--- config.mk ---
export PLATFORM = sky130hd
export DESIGN_NAME = lstm_sample_sequencer
export DESIGN_NICKNAME = d
export VERILOG_FILES = /design/src/rtl/lstm_seq_pkg.sv /design/src/rtl/lstm_vec_serializer.sv /design/src/rtl/lstm_sample_sequencer.sv
export SDC_FILE = /design/constraint.sdc
export NUM_CORES = 1
export LEC_CHECK = 0
export BUFFER_PORTS_ARGS = -buffer_cell sky130_fd_sc_hd__buf_2
export CAP_MARGIN = 20
export CORE_UTILIZATION = 50
export DETAILED_ROUTE_END_ITERATION = 12
export GPL_ROUTABILITY_DRIVEN = 0
export GPL_TIMING_DRIVEN = 0
export PLACE_DENSITY = 0.83
export SYNTH_ARGS = -nofsm -noshare
export SYNTH_HDL_FRONTEND = slang
export SYNTH_SLANG_ARGS = --single-unit
--- constraint.sdc ---
create_clock -name clock -period 3.15 [get_ports clock]
set_input_delay 0.4725 -clock clock [delete_from_list [all_inputs] [get_ports clock]]
set_output_delay 0.4725 -clock clock [all_outputs]
set_load 0.03 [all_outputs]
--- src/rtl/lstm_seq_pkg.sv ---
// Shared types and sizing helpers for the LSTM sample sequencer.
package lstm_seq_pkg;

    // Sequencer control states.
    typedef enum logic [2:0] {
        IDLE   = 3'd0,
        LAUNCH = 3'd1,
        WAIT   = 3'd2,
        DRAIN  = 3'd3,
        CLEAR  = 3'd4
    } seq_state_e;

    // Default fixed-point format: sign + integer + fractional bits.
    localparam int QN_DEF   = 6;
    localparam int QM_DEF   = 11;

    // Word width of a fixed-point value with qn integer and qm fractional bits.
    function automatic int bitwidth_f(input int qn, input int qm);
        return qn + qm + 1;
    endfunction

    localparam int BITWIDTH = bitwidth_f(QN_DEF, QM_DEF);

    // Index width able to number n items (at least one bit).
    function automatic int idx_width_f(input int n);
        return (n > 1) ? $clog2(n) : 1;
    endfunction

endpackage

--- src/rtl/lstm_vec_serializer.sv ---
// Turns a captured HIDDEN_SZ-word vector into a valid/ready word stream
// with neuron index and an end-of-sequence marker on the final word.
module lstm_vec_serializer
    import lstm_seq_pkg::*;
#(
    parameter int HIDDEN_SZ = 8,
    parameter int BW        = 18,
    localparam int IDX_W    = idx_width_f(HIDDEN_SZ)
)(
    input  logic                    clock,
    input  logic                    reset,
    input  logic                    load,
    input  logic [HIDDEN_SZ*BW-1:0] load_vec,
    input  logic                    eos,
    output logic                    out_valid,
    input  logic                    out_ready,
    output logic [BW-1:0]           out_data,
    output logic [IDX_W-1:0]        out_index,
    output logic                    out_last,
    output logic                    done
);

    logic [HIDDEN_SZ*BW-1:0] buf_q, buf_d;
    logic [IDX_W-1:0]        idx_q, idx_d;
    logic                    valid_q, valid_d;
    logic                    last_q, last_d;
    logic                    done_s;

    // Load, shift-on-handshake and index/last bookkeeping.
    always_comb begin
        buf_d   = buf_q;
        idx_d   = idx_q;
        valid_d = valid_q;
        last_d  = last_q;
        done_s  = 1'b0;
        if (load) begin
            buf_d   = load_vec;
            idx_d   = '0;
            valid_d = 1'b1;
            last_d  = eos && (HIDDEN_SZ == 1);
        end else if (valid_q && out_ready) begin
            // The current word always sits in the low slot, so the output is a plain register.
            buf_d = buf_q >> BW;
            if (idx_q == IDX_W'(HIDDEN_SZ - 1)) begin
                valid_d = 1'b0;
                idx_d   = '0;
                last_d  = 1'b0;
                done_s  = 1'b1;
            end else begin
                idx_d  = idx_q + IDX_W'(1);
                last_d = eos && (idx_q == IDX_W'(HIDDEN_SZ - 2));
            end
        end else begin
            buf_d = buf_q;
        end
    end

    // Serializer state registers.
    always_ff @(posedge clock or negedge reset) begin
        if (!reset) begin
            buf_q   <= '0;
            idx_q   <= '0;
            valid_q <= 1'b0;
            last_q  <= 1'b0;
        end else begin
            buf_q   <= buf_d;
            idx_q   <= idx_d;
            valid_q <= valid_d;
            last_q  <= last_d;
        end
    end

    assign out_valid = valid_q;
    assign out_data  = buf_q[BW-1:0];
    assign out_index = idx_q;
    assign out_last  = last_q;
    assign done      = done_s;

endmodule

--- src/rtl/lstm_sample_sequencer.sv ---
// Feeds samples to the LSTM network, waits for its result, streams the
// hidden vector out word by word and clears recurrent state between sequences.
// Optional watchdog in WAIT enabled by defining LSTM_SEQ_TIMEOUT_EN.
module lstm_sample_sequencer
    import lstm_seq_pkg::*;
#(
    parameter int INPUT_SZ    = 2,
    parameter int HIDDEN_SZ   = 8,
    parameter int QN          = 6,
    parameter int QM          = 11,
    parameter int MAX_SEQ_LEN = 16,
    parameter int TIMEOUT_CYC = 1024,
    localparam int BW         = bitwidth_f(QN, QM),
    localparam int IDX_W      = idx_width_f(HIDDEN_SZ),
    localparam int SEQ_W      = $clog2(MAX_SEQ_LEN + 1)
)(
    input  logic                       clock,
    input  logic                       reset,
    input  logic                       in_valid,
    output logic                       in_ready,
    input  logic [INPUT_SZ*BW-1:0]     in_data,
    input  logic                       in_last,
    output logic [INPUT_SZ*BW-1:0]     net_input,
    output logic                       net_newSample,
    output logic                       net_clearState,
    input  logic                       net_dataReady,
    input  logic [HIDDEN_SZ*BW-1:0]    net_outputVec,
    output logic                       out_valid,
    input  logic                       out_ready,
    output logic [BW-1:0]              out_data,
    output logic [IDX_W-1:0]           out_index,
    output logic                       out_last,
    output logic [SEQ_W-1:0]           seq_count,
    output logic                       timeout_err
);

    seq_state_e               state_q, state_d;
    logic [INPUT_SZ*BW-1:0]   net_input_q, net_input_d;
    logic                     last_q, last_d;
    logic [SEQ_W-1:0]         seq_count_q, seq_count_d;
    logic                     in_ready_q, in_ready_d;
    logic                     new_sample_q, new_sample_d;
    logic                     clear_q, clear_d;
    logic                     dr_prev_q;
    logic                     dr_rise_s;
    logic                     load_s;
    logic                     eos_s;
    logic                     ser_done_s;

`ifdef LSTM_SEQ_TIMEOUT_EN
    localparam int TMO_W = $clog2(TIMEOUT_CYC + 1);
    logic [TMO_W-1:0]         tmo_cnt_q, tmo_cnt_d;
    logic                     timeout_err_q, timeout_err_d;
`endif

    // Only a low-to-high transition of dataReady counts as a new result.
    assign dr_rise_s = net_dataReady && !dr_prev_q;
    // Sequence ends on a flagged last sample or when the length cap is hit.
    assign eos_s     = last_q || (seq_count_q == SEQ_W'(MAX_SEQ_LEN));

    // Next-state, sample capture and registered-output decode.
    always_comb begin
        state_d     = state_q;
        net_input_d = net_input_q;
        last_d      = last_q;
        seq_count_d = seq_count_q;
        load_s      = 1'b0;
`ifdef LSTM_SEQ_TIMEOUT_EN
        tmo_cnt_d     = '0;
        timeout_err_d = timeout_err_q;
`endif
        case (state_q)
            IDLE: begin
                if (in_valid && in_ready_q) begin
                    net_input_d = in_data;
                    last_d      = in_last;
                    seq_count_d = seq_count_q + SEQ_W'(1);
                    state_d     = LAUNCH;
                end else begin
                    state_d = IDLE;
                end
            end
            LAUNCH: begin
                state_d = WAIT;
            end
            WAIT: begin
                if (dr_rise_s) begin
                    load_s  = 1'b1;
                    state_d = DRAIN;
                end
`ifdef LSTM_SEQ_TIMEOUT_EN
                else if (tmo_cnt_q == TMO_W'(TIMEOUT_CYC - 1)) begin
                    // Give up on the sample: no beats, just clear recurrent state.
                    timeout_err_d = 1'b1;
                    state_d       = CLEAR;
                end else begin
                    tmo_cnt_d = tmo_cnt_q + TMO_W'(1);
                end
`else
                else begin
                    state_d = WAIT;
                end
`endif
            end
            DRAIN: begin
                if (ser_done_s) begin
                    state_d = eos_s ? CLEAR : IDLE;
                end else begin
                    state_d = DRAIN;
                end
            end
            CLEAR: begin
                seq_count_d = '0;
                state_d     = IDLE;
            end
            default: begin
                state_d = IDLE;
            end
        endcase
        in_ready_d   = (state_d == IDLE);
        new_sample_d = (state_d == LAUNCH);
        clear_d      = (state_d == CLEAR);
    end

    // Control and output registers; reset abandons any sample in flight.
    always_ff @(posedge clock or negedge reset) begin
        if (!reset) begin
            state_q      <= IDLE;
            net_input_q  <= '0;
            last_q       <= 1'b0;
            seq_count_q  <= '0;
            in_ready_q   <= 1'b0;
            new_sample_q <= 1'b0;
            clear_q      <= 1'b0;
            dr_prev_q    <= 1'b0;
        end else begin
            state_q      <= state_d;
            net_input_q  <= net_input_d;
            last_q       <= last_d;
            seq_count_q  <= seq_count_d;
            in_ready_q   <= in_ready_d;
            new_sample_q <= new_sample_d;
            clear_q      <= clear_d;
            dr_prev_q    <= net_dataReady;
        end
    end

`ifdef LSTM_SEQ_TIMEOUT_EN
    // Watchdog counter and sticky error flag.
    always_ff @(posedge clock or negedge reset) begin
        if (!reset) begin
            tmo_cnt_q     <= '0;
            timeout_err_q <= 1'b0;
        end else begin
            tmo_cnt_q     <= tmo_cnt_d;
            timeout_err_q <= timeout_err_d;
        end
    end
    assign timeout_err = timeout_err_q;
`else
    assign timeout_err = 1'b0;
`endif

    lstm_vec_serializer #(
        .HIDDEN_SZ (HIDDEN_SZ),
        .BW        (BW)
    ) u_ser (
        .clock     (clock),
        .reset     (reset),
        .load      (load_s),
        .load_vec  (net_outputVec),
        .eos       (eos_s),
        .out_valid (out_valid),
        .out_ready (out_ready),
        .out_data  (out_data),
        .out_index (out_index),
        .out_last  (out_last),
        .done      (ser_done_s)
    );

    assign in_ready       = in_ready_q;
    assign net_input      = net_input_q;
    assign net_newSample  = new_sample_q;
    assign net_clearState = clear_q;
    assign seq_count      = seq_count_q;

endmodule

==> reports/results.tsv, run 1 <==
stage	metric	value	unit
critical_path	crit_top_cell	buf_2	
clock_network	clockBufferDepth	2	
clock_network	cts_max_level	4	
sta	hold_violations	0	
sta	slew_viol_final	0	
sta	whs	58.8	ps
sta	rsz0062_at_grt	no	
critical_path	slowest_delay	420	ps
critical_path	cp-startpoint	u_ser.out_valid	
logic_synthesis	synth_top_area_cell	dfrtp_1	
clock_network	cts_tree	yes	
global_routing	grt-ovfl-total	0	
final_layout	fin_cells	1181	
critical_path	required	3460	ps
logic_synthesis	synth_cell_type_count	35	
place	io_buffer_count	252	
clock_network	clk_latency	420	ps
sta	worstMarginPinSlew	738	ps
routing	first_iter_violations	221	
clock_network	cts.reportedPaths.clkPinSlew	80	ps
critical_path	cp_max_fo	10	
logic_synthesis	async_reset_ff_share	100	%
final_layout	nNetsFinal	1123	
job	cap_violations	0	
clock_network	post_cts_buffers	0	
final_layout	multiInputGateArea	0.00411	mm^2
routing	routed_via_density	5.00	
global_routing	grt_usage	21.8	%
place	dpl.cell_count	1147	
clock_network	cts_hold_buf	0	
critical_path	reg2reg_depth	5	
final_layout	fill_cells	1459	
final_layout	seq_area	0.00495	mm^2
critical_path	critPathSlowestCell	dfrtp_1	
floorplan	std_cell_rows	50	
sta	fin_worst_skew	12.7	ps
clock_network	cts_made_buffers	17	
logic_synthesis	yosysSeqAreaShare	51.7	%
sta	fmax	0.488	GHz
floorplan	fp.dieArea	0.0197	mm^2
sta	min_period_over_period	65.0	%
logic_synthesis	netlist_instances	660	
critical_path	crit_arrival	2350	ps
routing	vias	5909	
floorplan	start_util	51.1	%
logic_synthesis	synthTopCellsByArea	dfrtp_1, mux2_2, mux2_4, mux2_1, mux2i_1	
floorplan	ios	254	
clock_network	cts.repair.resized	0	
sta	setup_viol_count_final	0	
logic_synthesis	dominantRegCellSynth	dfrtp_1	
logic_synthesis	syn_area_per_cell	14.5	um^2
power	p_leak	0.00632	uW
final_layout	final_util	62.8	%
routing	drtPass1Iterations	4	
final_layout	layout-drive-gt1-share	64.3	%
global_routing	grt_pass1_vias	6174	
place	dp_hpwl	16.0	mm
critical_path	endpoint	u_ser.buf_q[30]	
final_layout	area_growth	23.1	%
min_path	hold_path.class	in -> async	
routing	wl_per_cell	17.3	um
power	powerDensity	770	mW/mm^2
routing	drcViolationCount	0	
place	placed_area	0.0112	mm^2
floorplan	dieHeight	140	um
logic_synthesis	synth_edf_count	0	
critical_path	timing.rr.start	u_ser.out_valid	
clock_network	cts_sinks	198	
logic_synthesis	syn_area	0.00958	mm^2
floorplan	coreArea	0.0188	mm^2
critical_path	path_cells	nand2_1 > buf_2 > buf_2 > mux2_1 > mux2_2	
critical_path	rrSetupSlack	1100	ps
global_routing	grt_max_degree	102	
floorplan	die_x	140	um
logic_synthesis	synth_seq_cells	198	
critical_path	cp-start-kind	flop	
status	status	finished, final reports clean	
logic_synthesis	syn_nets	851	
critical_path	reg2reg_to	u_ser.buf_q[30]	
global_routing	grt_pass1_wl	32.8	mm
sta	period_minus_slack	2050	ps
routing	wirelength	20.5	mm
clock_network	cts_root_buf	clkbuf_16	
logic_synthesis	yosysWarnings	0	
critical_path	critical_path_class	reg -> reg	
sta	slew_headroom	50.8	%
critical_path	crit_path_end_kind	flop	
final_layout	mostFrequentLayoutCells	buf_2, mux2_2, dfrtp_1	
routing	final_antenna_net_count	0	
global_routing	antenna_found_initial	2	
final_layout	finish.instance_area	0.0118	mm^2
logic_synthesis	yosysTopAreaCellShare	51.7	%
power	peakVddDrop	0.401	mV
final_layout	final_common_cell	buf_2	
==> sequential cells by signal, indices dropped and copies added (netlist names) <==
signal / cells
net_clearState: 1
last_q: 1
net_input: 36
in_ready: 1
state_q: 3
seq_count: 5
u_ser.out_valid: 1
dr_prev_q: 1
u_ser.out_last: 1
u_ser.out_index: 3
net_newSample: 1
u_ser.buf_q: 144
==> cells in the mapped netlist, types with 2 or more instances <==
cell type	instances
inv_1	21
nand2_1	31
dfrtp_1	198
buf_12	3
buf_6	7
nor3_1	2
a21oi_1	3
buf_4	21
o21ai_0	2
clkbuf_1	5
nand3_1	7
and2_1	2
mux2_2	207
mux2i_1	22
nor2_1	4
mux2_1	21
ha_1	5
mux2_4	61
buf_2	21
xor2_1	2
==> kinds of logic (layout without fill, tap and decap cells) <==
kind of cell	count (synthesis)	count (layout)	synth area share, %
DFF	198	198	51.7
AOI/OAI and AO/OA	10	10	0.718
adders and majority gates	5	5	0.653
muxes	311	311	38.6
and+or+nand+nor	54	54	2.69
xor gates and xnor gates	2	2	0.183
other	1	3	0.0391
buffers and inverters	79	364	5.37
==> critical path: cells and delay by family, from the launching register on <==
kind | cells | cell delay [ps]
buffers and inverters | 2 | 580
multiplexers | 2 | 650
flip-flops | 1 | 420
AND/OR/NAND/NOR | 1 | 290
==> power breakdown <==
part | internal (uW) | switching [uW] | leakage [uW]
Clock | 1150 | 1070 | 0.000298
Sequential | 3350 | 466 | 0.00257
Combinational | 1870 | 1180 | 0.00345
==> per-layer routing <==
| layer | vias to the layer above | track usage, % | share of wire, % |
|---|---|---|---|
| met5 | - | 0 | 0 |
| met4 | 0 | 8.16 | 1.9 |
| met3 | 25 | 3.28 | 3.1 |
| met2 | 142 | 38.3 | 52 |
| met1 | 2889 | 27.1 | 43 |
| li1 | 2853 | - | - |
==> worst min-delay path by stage <==
stage,from,to,slack [ps],cells past startpoint
after CTS,reset,net_input[32],90,1
after global routing,reset,net_newSample,120,1
after global placement,net_input[33],net_input[33],470,1
after detailed placement,net_input[32],net_input[32],480,1
final,reset,net_input[33],60,1
after floorplan,reset,dr_prev_q,180,0
==> cell type report <==
type | count | area share (%)
plain buffers | 58 | 3.69
clock buffers | 17 | 3.61
diodes | 2 | 0.0424
multi-input cells | 383 | 34.9
well taps | 234 | 2.48
repair buffers | 253 | 11.0
flip-flops and latches | 198 | 42.0
inverters | 21 | 0.668
clock inverters | 15 | 1.59
==> through the flow <==
step / setup WS (ps) / TNS, ps / power [uW]
after floorplan: 1400 / 0 / 6160
after global placement: -1730 / -339530 / 6780
after detailed placement: 932 / 0 / 6960
after CTS: 1070 / 0 / 9180
after global routing: 992 / 0 / 9620
final: 1100 / 0 / 9080
Power figures use the tool's default switching activity.
==> run 2, diff against run 1 <==
clock period = 2.1 ns   (was 3.15 ns; I/O delays follow)
==> run 2 against run 1 <==
  * Final cell count about the same
  * Worst hold slack lost 30 ps
  * Highest routed layer unchanged
  * Combinational power is 50% higher
  * Largest power group unchanged
  * Critical endpoint unchanged
  * Die area did not move
  * Flip-flop and latch count unchanged
  * Power is 50% higher
  * Cell area rose by 0.11%
  * Utilization is 0.067 points higher
  * First-iteration DRC count decreased by 16%
==> reports/results.tsv, run 2 (synthesized netlist as in run 1, its figures left out) <==
stage	metric	value	unit	change
critical_path	cp_max_fo	10		unchanged
clock_network	post_cts_buffers	0		unchanged
sta	setup_viol_count_final	0		unchanged
clock_network	cts_max_level	4		unchanged
clock_network	cts_sinks	198		unchanged
final_layout	fill_cells	1457		-0.14%
critical_path	slowest_delay	430	ps	about the same
global_routing	globalRouteMet3Util	3.28	%	unchanged
critical_path	critPathSlowestCell	dfrtp_1		
critical_path	path_cells	nand2_2 > buf_2 > buf_2 > mux2_1 > mux2_2		
power	peakVddDrop	0.600	mV	+50%
sta	rsz0062_at_grt	no		
clock_network	cts_root_buf	clkbuf_16		
clock_network	cts.reportedPaths.clkPinSlew	70	ps	about the same
clock_network	cts_made_buffers	17		unchanged
sta	slew_viol_final	0		unchanged
place	placed_area	0.0112	mm^2	unchanged
place	io_buffer_count	252		unchanged
final_layout	area_growth	23.2	%	
routing	routed_via_density	5.01		+0.12%
sta	min_period_over_period	91.5	%	+26 points
floorplan	std_cell_rows	50		unchanged
critical_path	cp-start-kind	flop		
sta	hold_violations	0		unchanged
floorplan	fp.dieArea	0.0197	mm^2	unchanged
global_routing	grt_pass1_vias	6198		+0.39%
sta	fmax	0.520	GHz	+6.6%
clock_network	cts_tree	yes		
critical_path	crit_arrival	2230	ps	-120 ps
status	status	finished, final reports clean		
final_layout	final_common_cell	buf_2		
sta	worstMarginPinSlew	734	ps	-3.68 ps
critical_path	crit_top_cell	buf_2		
global_routing	grt_max_degree	102		unchanged
global_routing	grt_usage	21.8	%	+0.030 points
global_routing	antenna_found_initial	2		unchanged
sta	slew_headroom	51.1	%	+0.25 points
place	dp_hpwl	16.0	mm	unchanged
min_path	hold_path.class	in -> reg		
routing	wl_per_cell	17.4	um	+0.47%
final_layout	final_util	62.9	%	+0.067 points
global_routing	grt_use_met1	27.2	%	about the same
power	p_leak	0.00632	uW	about the same
floorplan	start_util	51.1	%	unchanged
floorplan	dieHeight	140	um	unchanged
floorplan	die_x	140	um	unchanged
job	cap_violations	0		unchanged
critical_path	crit_path_end_kind	flop		
final_layout	largest-register	u_ser.buf_q		
routing	wirelength	20.6	mm	+0.55%
routing	drcViolationCount	0		unchanged
critical_path	required	2410	ps	-1050 ps
global_routing	gr-usage-met2	38.1	%	-0.18 points
sta	period_minus_slack	1920	ps	-127 ps
final_layout	layout-drive-gt1-share	64.4	%	about the same
global_routing	grt-busiest-layer	met2		
routing	vias	5921		+0.20%
final_layout	nNetsFinal	1124		+0.089%
routing	final_antenna_net_count	0		unchanged
floorplan	ios	254		unchanged
final_layout	seq_area	0.00495	mm^2	unchanged
routing	drtPass1Iterations	4		unchanged
clock_network	clockBufferDepth	2		unchanged
final_layout	mostFrequentLayoutCells	buf_2, mux2_2, dfrtp_1		
power	powerDensity	1150	mW/mm^2	+50%
global_routing	grt-ovfl-total	0		unchanged
final_layout	finish.instance_area	0.0118	mm^2	+0.11%
sta	fin_worst_skew	11.7	ps	-1.08 ps
global_routing	grt_pass1_wl	32.8	mm	+0.17%
routing	first_iter_violations	186		-16%
final_layout	multiInputGateArea	0.00412	mm^2	about the same
critical_path	critical_path_class	reg -> reg		
floorplan	coreArea	0.0188	mm^2	unchanged
final_layout	largest_reg_flops	144		unchanged
clock_network	clk_latency	420	ps	about the same
power	total_power	13600	uW	+50%
-- run 2: changes by cell type in the layout (fill, tap and decap cells not counted), sizes merged --
cell,delta
dlygate4sd3,+1
clkbuf,-1
buf,+1
-- run 2: power breakdown --
group          total (uW)  internal [uW]  leakage (uW)  switching [uW]
logic                4580           2800       0.00345            1780
clock network        3320           1720      0.000298            1600
registers            5730           5030       0.00257             703
-- run 2: worst max-delay path: cells and delay by family (launching register included) --
| family | cells | cell delay (ps) |
|---|---|---|
| buf+inv | 2 | 540 |
| mux | 2 | 650 |
| simple gates | 1 | 190 |
| flops | 1 | 430 |
-- run 2: layout make-up --
| cell class | instances | share of cell area (%) |
|---|---|---|
| diodes | 2 | 0.0424 |
| plain buffers | 58 | 3.69 |
| clock buffers | 17 | 3.60 |
| clock inverters | 15 | 1.59 |
| inverters | 21 | 0.668 |
| multi-input cells | 383 | 34.9 |
| flip-flops and latches | 198 | 42.0 |
| well taps | 234 | 2.48 |
| repair buffers | 254 | 11.1 |
-- run 2: final timing paths --
kind                            startpoint  depth (start not counted)               to  slack (ps)
min in group asynchronous            reset                          2    net_input[34]         540
hold / removal               net_dataReady                          1        dr_prev_q          30
hold reg to reg              net_input[32]                          1    net_input[32]         490
setup / recovery           u_ser.out_valid                          5  u_ser.buf_q[30]         180
max in group asynchronous            reset                          3  u_ser.buf_q[46]         610
setup reg to reg           u_ser.out_valid                          5  u_ser.buf_q[30]         180
-- run 2: timing repair --
action | in CTS | in global routing
resized for setup | 0 | 2
hold buffers | 1 | 0
setup endpoints to repair | 0 | 66
endpoints found under the hold margin | 97 | 0
-- run 2: metrics by stage --
step	setup WS [ps]	hold WS (ps)	cells	setup TNS, ps
2_1_floorplan	351	19.4	660	0
3_3_place_gp	-2630	446	1146	-516250
3_5_place_dp	39.1	400	1147	0
4_1_cts	20.1	6.19	1180	0
5_1_grt	83.5	17.7	1182	0
6_report	178	28.8	1182	0
-- run 2: per-layer routing --
| layer | up-vias | part of all wire, % |
|---|---|---|
| li1 | 2855 | - |
| met1 | 2888 | 43 |
| met2 | 149 | 52 |
| met3 | 29 | 3.2 |
| met4 | 0 | 2.1 |
| met5 | - | 0 |
==> run 3, diff against run 2 <==
MAX_ROUTING_LAYER = met4   (was unset)
SLEW_MARGIN = 20   (was unset)
==> run 3 against run 2 <==
  * Die area unchanged
  * Sequential share of layout area is essentially flat
  * Sequential power about the same
  * First-iteration DRC count down 11%
==> reports/results.tsv, run 3 (synthesized netlist as in run 1, its figures left out) <==
stage	metric	value	unit	change
status	status	finished, final reports clean		
sta	slew_headroom	61.4	%	+10 points
power	p_clk_share	23.2	%	-1.2 points
critical_path	crit_arrival	2190	ps	-40 ps
floorplan	start_util	51.1	%	unchanged
clock_network	cts_root_buf	clkbuf_16		
power	switching_share	29.9	%	+0.031 points
routing	wl_per_cell	17.2	um	-1.2%
final_layout	fin_cells	1185		+0.25%
global_routing	grt_pass1_vias	6201		+0.048%
sta	fmax	0.527	GHz	+1.4%
global_routing	grt-ovfl-total	0		unchanged
routing	routed_via_density	5.02		+0.29%
clock_network	cts.reportedPaths.clkPinSlew	70	ps	about the same
sta	period_minus_slack	1900	ps	-26.4 ps
power	powerDensity	1140	mW/mm^2	-1.3%
place	io_buffer_count	252		unchanged
critical_path	slowest_delay	420	ps	about the same
critical_path	path_cells	nand2_2 > buf_2 > buf_2 > mux2_2 > mux2_2		
job	cap_violations	0		unchanged
global_routing	antenna_found_initial	3		+1
sta	rsz0062_at_grt	no		
global_routing	grt_usage	22.3	%	+0.49 points
sta	min_period_over_period	90.3	%	-1.3 points
clock_network	cts_max_level	4		unchanged
critical_path	cp-start-kind	flop		
global_routing	grt_pass1_wl	32.7	mm	-0.55%
clock_network	clk_latency	430	ps	about the same
clock_network	clockBufferDepth	2		unchanged
final_layout	largest-register	u_ser.buf_q		
routing	top_layer	met4		
critical_path	required	2400	ps	about the same
critical_path	cp_max_fo	10		unchanged
routing	first_iter_violations	166		-11%
sta	slew_viol_final	0		unchanged
final_layout	area_growth	23.1	%	about the same
final_layout	fill_cells	1477		+1.4%
power	p_switching	4020	uW	-1.3%
routing	vias	5953		+0.54%
min_path	hold_path.class	in -> reg		
clock_network	cts_made_buffers	17		unchanged
final_layout	layout-drive-gt1-share	64.5	%	+0.14 points
floorplan	ios	254		unchanged
clock_network	cts_sinks	198		unchanged
routing	routed-wl-met3	587	um	-11%
clock_network	cts_tree	yes		
final_layout	final_common_cell	buf_2		
floorplan	die_x	140	um	unchanged
power	peakVddDrop	0.627	mV	+4.5%
routing	wl_met1	8.81	mm	-0.20%
routing	drtPass1Iterations	4		unchanged
power	pwr-share-comb	34.1	%	+0.5 points
final_layout	mostFrequentLayoutCells	buf_2, mux2_2, dfrtp_1		
floorplan	std_cell_rows	50		unchanged
floorplan	fp.dieArea	0.0197	mm^2	unchanged
floorplan	dieHeight	140	um	unchanged
floorplan	coreArea	0.0188	mm^2	unchanged
routing	drcViolationCount	0		unchanged
critical_path	critical_path_class	reg -> reg		
routing	wl_met2	10.6	mm	-1.2%
sta	worstMarginPinSlew	572	ps	-162 ps
routing	final_antenna_net_count	0		unchanged
power	p_int	9410	uW	-1.5%
sta	setup_tns	0	ps	unchanged
sta	setup_viol_count_final	0		unchanged
place	dp_hpwl	16.0	mm	about the same
final_layout	largest_reg_flops	144		unchanged
place	dpl.cell_count	1148		+0.087%
power	seqPwrFrac	42.7	%	+0.6 points
critical_path	crit_path_end_kind	flop		
global_routing	grt_max_degree	93		-8.8%
sta	fin_worst_skew	12.1	ps	+0.383 ps
routing	wirelength	20.4	mm	-0.91%
final_layout	nNetsFinal	1125		+0.089%
sta	hold_violations	0		unchanged
critical_path	critPathSlowestCell	dfrtp_1		
power	p_leak	0.00631	uW	-0.14%
[run 3: changes by cell type in the layout (fill, tap and decap cells not counted)]
cell        previous run  this run
inv_6                  5         1
clkinv_4               3         6
clkinv_8               4         1
clkinvlp_4             0         2
diode_2                2         4
inv_8                  2         4
buf_1                  1         0
buf_16                 1         2
bufinv_16              1         0
clkbuf_2               0         1
clkinv_2               0         1
[run 3: worst paths after layout]
check	startpoint	to	slack, ps	cells after the start
setup / recovery	u_ser.out_valid	u_ser.buf_q[92]	200	5
hold / removal	net_dataReady	dr_prev_q	30	1
setup reg to reg	u_ser.out_valid	u_ser.buf_q[92]	200	5
hold reg to reg	net_input[33]	net_input[33]	500	1
max in group asynchronous	reset	u_ser.buf_q[17]	1060	3
min in group asynchronous	reset	net_input[32]	350	2
[run 3: worst max-delay path, delay by kind of cell, from the launching register on]
family,cells,cell delay [ps]
buffers and inverters,2,540
flip-flops,1,420
multiplexers,2,640
AND/OR/NAND/NOR,1,180
[run 3: metrics by stage]
stage / hold slack (ps) / area (um^2) / setup slack (ps) / total power, uW / util (%)
2_1_floorplan: 19.4 / 9580 / 351 / 9240 / -
3_3_place_gp: 446 / 11100 / -2630 / 10200 / 59.3
3_5_place_dp: 160 / 11200 / 46.1 / 10400 / 59.7
4_1_cts: 12.2 / 11800 / 47.1 / 13600 / 62.8
5_1_grt: 16.8 / 11800 / 70.5 / 14200 / 62.8
6_report: 33.2 / 11800 / 204 / 13400 / 62.8
[run 3: what timing repair did]
item / 4_1_cts / 5_1_grt
hold buffers: 1 / 0
hold endpoints to repair: 19 / 0
resized for setup: 0 / 3
setup buffers: 0 / 0
setup endpoints to repair: 0 / 75
[run 3: power by group through the flow]
stage	registers (uW)	logic, uW	clock network, uW
final	5740	4580	3120
after global routing	5900	4970	3370
after CTS	5750	4640	3190
after detailed placement	5830	4620	0
after global placement	5750	4430	0
after floorplan	5550	3700	0
[run 3: routing by layer]
metal	vias up	GRT usage [%]
met5	-	-
met2	159	37.9
met4	0	7.52
met3	31	3.38
met1	2912	27.2
li1	2851	-
[run 3: final cells by class]
class	instances	area, um^2	share of cell area (%)
buffer	58	437	3.70
antenna	4	10.0	0.0849
multi-input combinational	383	4120	34.9
inverter	21	78.8	0.668
tap	234	293	2.48
timing repair buffer	255	1340	11.3
clock inverter	15	143	1.21
clock buffer	17	425	3.61
sequential	198	4950	42.0
